--- src/rtl/mux_scan_sequencer.sv ---
// ============================================================================
// mux_scan_sequencer: drives a WIDTH:1 mux tree and streams its output serially.
// Optional even-parity trailer beat when MUXSEQ_PARITY_EN is defined.
// Revision: 1.0
// ============================================================================
`default_nettype none

module mux_scan_sequencer #(
  parameter int WIDTH     = 32,
  parameter int SEL_W     = 5,
  parameter bit MSB_FIRST = 1'b0
) (
  input  logic             clk,
  input  logic             rst_n,
  input  logic             start_i,
  input  logic [WIDTH-1:0] word_in_i,
  output logic [WIDTH-1:0] mux_in_o,
  output logic [SEL_W-1:0] sel_o,
  input  logic             mux_out_i,
  output logic             ser_bit_o,
  output logic             ser_valid_o,
  input  logic             ser_ready_i,
  output logic             busy_o,
  output logic             done_o
);

  localparam logic [SEL_W-1:0] C_SEL_LO    = '0;
  localparam logic [SEL_W-1:0] C_SEL_HI    = SEL_W'(WIDTH - 1);
  localparam logic [SEL_W-1:0] C_SEL_FIRST = MSB_FIRST ? C_SEL_HI : C_SEL_LO;
  localparam logic [SEL_W-1:0] C_SEL_LAST  = MSB_FIRST ? C_SEL_LO : C_SEL_HI;

`ifdef MUXSEQ_PARITY_EN
  typedef enum logic [1:0] {
    S_IDLE   = 2'd0,
    S_SCAN   = 2'd1,
    S_DONE   = 2'd2,
    S_PARITY = 2'd3
  } state_t;
`else
  typedef enum logic [1:0] {
    S_IDLE = 2'd0,
    S_SCAN = 2'd1,
    S_DONE = 2'd2
  } state_t;
`endif

  state_t           state_q;
  logic [WIDTH-1:0] mux_in_q;
  logic [SEL_W-1:0] sel_q;
  logic [SEL_W-1:0] sel_d;
  logic             ser_valid_q;
  logic             busy_q;
  logic             done_q;
`ifdef MUXSEQ_PARITY_EN
  logic             acc_q;
`endif

  always_comb begin
    sel_d = MSB_FIRST ? (sel_q - 1'b1) : (sel_q + 1'b1);
  end

  always_ff @(posedge clk) begin
    if (!rst_n) begin
      state_q     <= S_IDLE;
      mux_in_q    <= '0;
      sel_q       <= '0;
      ser_valid_q <= 1'b0;
      busy_q      <= 1'b0;
      done_q      <= 1'b0;
`ifdef MUXSEQ_PARITY_EN
      acc_q       <= 1'b0;
`endif
    end else begin
      done_q <= 1'b0;
      case (state_q)
        S_IDLE: begin
          if (start_i) begin
            mux_in_q    <= word_in_i;
            sel_q       <= C_SEL_FIRST;
            ser_valid_q <= 1'b1;
            busy_q      <= 1'b1;
            state_q     <= S_SCAN;
`ifdef MUXSEQ_PARITY_EN
            acc_q       <= 1'b0;
`endif
          end
        end
        S_SCAN: begin
          if (ser_ready_i) begin
`ifdef MUXSEQ_PARITY_EN
            acc_q <= acc_q ^ mux_out_i;
`endif
            // Select parks on the last channel; it never wraps.
            if (sel_q == C_SEL_LAST) begin
`ifdef MUXSEQ_PARITY_EN
              state_q     <= S_PARITY;
`else
              state_q     <= S_DONE;
              ser_valid_q <= 1'b0;
              done_q      <= 1'b1;
`endif
            end else begin
              sel_q <= sel_d;
            end
          end
        end
`ifdef MUXSEQ_PARITY_EN
        S_PARITY: begin
          if (ser_ready_i) begin
            state_q     <= S_DONE;
            ser_valid_q <= 1'b0;
            done_q      <= 1'b1;
          end
        end
`endif
        S_DONE: begin
          state_q <= S_IDLE;
          busy_q  <= 1'b0;
        end
        default: begin
          state_q     <= S_IDLE;
          ser_valid_q <= 1'b0;
          busy_q      <= 1'b0;
        end
      endcase
    end
  end

  assign mux_in_o    = mux_in_q;
  assign sel_o       = sel_q;
  assign ser_valid_o = ser_valid_q;
  assign busy_o      = busy_q;
  assign done_o      = done_q;
`ifdef MUXSEQ_PARITY_EN
  assign ser_bit_o   = ser_valid_q & ((state_q == S_PARITY) ? acc_q : mux_out_i);
`else
  assign ser_bit_o   = ser_valid_q & mux_out_i;
`endif

endmodule

`default_nettype wire

--- config.mk ---
export PLATFORM = sky130hd
export DESIGN_NAME = mux_scan_sequencer
export DESIGN_NICKNAME = d
export VERILOG_FILES = /design/src/rtl/mux_scan_sequencer.sv
export SDC_FILE = /design/constraint.sdc
export NUM_CORES = 1
export LEC_CHECK = 0
export ABC_AREA = 1
export ABC_CLOCK_PERIOD_IN_PS = 2300
export CORE_MARGIN = 8
export CORE_UTILIZATION = 30
export CTS_CLUSTER_DIAMETER = 200
export DETAILED_ROUTE_END_ITERATION = 10
export GPL_TIMING_DRIVEN = 0
export PLACE_DENSITY_LB_ADDON = 0.1
export RECOVER_POWER = 50
export SYNTH_ARGS = -nofsm -noshare
export SYNTH_HDL_FRONTEND = slang
export SYNTH_SLANG_ARGS = --single-unit
--- constraint.sdc ---
create_clock -name clk -period 2.3 [get_ports clk]
set_clock_uncertainty 0.2 [all_clocks]
set_input_delay 0.345 -clock clk [delete_from_list [all_inputs] [get_ports clk]]
set_output_delay 0.345 -clock clk [all_outputs]
set_load 0.03 [all_outputs]
==> results of run 1 <==
metal layers:
layer | track usage [%] | vias to the layer above
li1 | - | 815
met1 | 12.8 | 660
met2 | 19.1 | 51
met3 | 4.27 | 7
met4 | 4.30 | 0
met5 | 0 | -
layout by cell type (no fill, tap or decap):
cell              n
nor2_1           78
clkdlybuf4s50_1  73
dfxtp_1          42
o21ai_0          34
nand2_1          13
inv_1            11
a21oi_1           7
clkbuf_8          6
nand3_1           5
buf_6             4
dlygate4sd3_1     4
clkbuf_1          3
clkbuf_2          2
ha_1              2
nand2_4           1
inv_4             1
o21ai_1           1
nand4_1           1
clkinvlp_4        1
clkinv_2          1
cell type report:
type	count	area (sq um)	area share (%)
plain buffers	9	66.3	2.62
clock buffers	6	82.6	3.27
clock inverters	2	12.5	0.495
inverters	12	47.5	1.88
multi-input cells	142	619	24.5
flip-flops and latches	42	841	33.3
well taps	70	87.6	3.47
repair buffers	77	771	30.5
critical path: cells and delay by family:
family	cells	cell delay [ns]
buf+inv	3	1.16
simple gates	1	0.05
state kept, by name, summed over array words and instances (netlist names):
register     cells
ser_valid_o      1
done_o           1
busy_o           1
state_q          2
sel_o            5
mux_in_o        32
kinds of logic after synthesis:
logic type | after synthesis
adder cells (fa/ha/maj) | 2
AO/OA/AOI/OAI | 42
flip-flops | 42
buffers and inverters | 21
AND/OR/NAND/NOR | 98
worst max path at each step:
stage          slack, ns           to
3_3_place_gp        0.20    ser_bit_o
6_report            0.20    ser_bit_o
5_1_grt             0.14    ser_bit_o
3_5_place_dp        0.19    ser_bit_o
4_1_cts             0.19    ser_bit_o
2_1_floorplan       0.50  ser_valid_o
metrics by stage:
step                hold slack (ns)  power (mW)
CTS                           0.276        1.76
finish                        0.274        1.72
global route                  0.304        1.82
global placement              0.255        1.25
floorplan                     0.281        1.05
detailed placement            0.262        1.26
power groups by stage:
stage | clock, mW | sequential, mW | combinational [mW]
after floorplan | 0 | 0.931 | 0.123
after global placement | 0 | 0.825 | 0.427
after detailed placement | 0 | 0.828 | 0.429
after CTS | 0.522 | 0.811 | 0.430
after global routing | 0.550 | 0.818 | 0.456
final | 0.493 | 0.810 | 0.419
==> qor.yml, run 1 <==
floorplan:
  die_width_um: 88.6
  die_h_um: 88.6
  core_area_sq_um: 5110
  io_pins: 78
  initial_core_util_pct: 31.0
  rows: 26
  dieArea_sq_um: 7850
logic_synthesis:
  synth_cells: 205
  synth.area.top_cells: "dfxtp_1 53%, nor2_1 18%, o21ai_0 9.5%, nand2_1 3.1%, buf_6 2.8%"
  synth_top_area_share_pct: 53.2
  synth_compound_area_share_pct: 13.3
  synth_top_flop_cell: "dfxtp_1"
  synthXorXnorAreaFrac_pct: 0
  yosys_warnings: 0
  synth_top_family_by_area: "simple AND/OR/NAND/NOR gates"
  synth_commonest_cells: "77 x nor2_1, 42 x dfxtp_1, 30 x o21ai_0"
  ys_ff_latch: 42
  synth_seq_area_share_pct: 53.2
  synth_edf_count: 0
  yosysUniqueCellTypes: 18
  synthesis.nets: 244
  async_reset_ff_share_pct: 0
  synthesis.area_sq_um: 1580
  avgSynthCellArea_sq_um: 7.71
  synth_fa_ha_area_share_pct: 1.58
  synthSimpleGateAreaFrac_pct: 24.8
  synthMuxAreaShare_pct: 0
  yosysMostFrequentCell: "nor2_1"
  yosysTopAreaCell: "dfxtp_1"
timing:
  finalWorstSetupSlack_ns: 0.203
  hold_violations: 0
  finalSetupViolCount: 0
  fin_tns_setup_ns: 0
  drv_slew: 0
  rsz0062_at_grt: "no"
  clock.fmax_mhz: 477
  worst_slew_margin_rel_pct: 75.3
  fin_crit_ns: 2.10
  tightest_slew_ns: 0.370
  period_share_pct: 91.2
hold_path:
  min_from: "busy_o"
  whs_path_depth: 2
  hold_class: "reg -> reg"
  holdPathEnd: "busy_o"
power_and_ir_drop:
  pwr-share-seq_pct: 47.0
  comb_power_share_pct: 24.3
  p_per_area_nw_per_um2: 681
  ir_drop_mv: 0.351
  p_clk_share_pct: 28.6
  internal_power_mw: 1.21
  p_sw_mw: 0.507
  leakage_nw: 1.03
  p_sw_share_pct: 29.4
routing:
  routed_wl_um: 4380
  dr.pass1.iters: 4
  num_vias: 1533
  wire_per_inst_um: 12.2
  drt_iter0_markers: 48
  drt-vias-per-instance: 4.26
  top_layer: "met4"
  dr_wl_met3_um: 367
  detail-route-antenna-nets: 0
  drc_errors: 0
  wl_met1_um: 1910
  route.met2.wl_um: 2030
setup_path:
  r2r-end: "sel_o[2]"
  max_stage_delay_ns: 0.66
  cpMostUsedCell: "clkdlybuf4s50_1"
  critPathKind: "in -> out"
  critPathLaunchType: "input port"
  slowest_stage: "clkdlybuf4s50_1"
  cp_cell_sequence: "clkdlybuf4s50_1 > nand2_1 > inv_1 > clkdlybuf4s50_1"
  arrival_ns: 1.55
  path_max_fanout: 1
  regToRegSetupSlack_ns: 0.42
  r2r.worst_path.cells: 8
  reg2reg_from: "sel_o[0]"
  worstSetupStartpoint: "mux_out_i"
  worstPathRequired_ns: 1.75
  end_kind: "primary output"
clock_tree:
  cts_root_buffer: "clkbuf_8"
  cts-resized-gates: 0
  cts_max_level: 2
  post_cts_buffers: 0
  cts-buffers-inserted: 5
  clkSlewWorstSetupHoldPaths_ns: 0.08
  cts_hold_buf: 0
  clkLatencyLatePin_ns: 0.28
  cts_tree: "yes"
  max-clock-path-buffers: 2
  clock-sinks: 42
global_route:
  grt_pass1_vias: 1505
  grt_max_degree: 14
  grt_overflow: 0
  antenna_found_initial: 0
  grt_pass1_wl_um: 7010
  gr-usage-all-layers_pct: 11.4
cells_and_area:
  drive_above_1_share_pct: 5.52
  diodes: 0
  final_cell_area_sq_um: 2530
  area_growth_pct: 59.8
  fill_cells: 529
  fin_cells: 360
  final_util_pct: 49.5
  nNetsFinal: 328
placement:
  io_buffers: 77
  placed_area_sq_um: 2440
  place_ws_ns: 0.191
  dp_cells: 352
  gp_congestion: 0.794
  hpwl_um: 3380
status:
  status: "finished, final reports clean"
run:
  max_cap_viol_count: 0
(Power assumes the default switching activity.)
==> run 2, diff against run 1 <==
--- a/config.mk
+++ b/config.mk
@@ -10,6 +10,7 @@
 export CORE_MARGIN = 8
 export CORE_UTILIZATION = 30
 export CTS_CLUSTER_DIAMETER = 200
+export CTS_CLUSTER_SIZE = 16
 export DETAILED_ROUTE_END_ITERATION = 10
 export GPL_TIMING_DRIVEN = 0
 export PLACE_DENSITY_LB_ADDON = 0.1
==> results of run 2 <==
Final layout, timing and power as in run 1 (identical DEF).
==> run 3, diff against run 2 <==
--- a/config.mk
+++ b/config.mk
@@ -6,7 +6,6 @@
 export NUM_CORES = 1
 export LEC_CHECK = 0
 export ABC_AREA = 1
-export ABC_CLOCK_PERIOD_IN_PS = 2300
 export CORE_MARGIN = 8
 export CORE_UTILIZATION = 30
 export CTS_CLUSTER_DIAMETER = 200
==> results of run 3 <==
Final layout, timing and power as in run 1 (identical DEF).
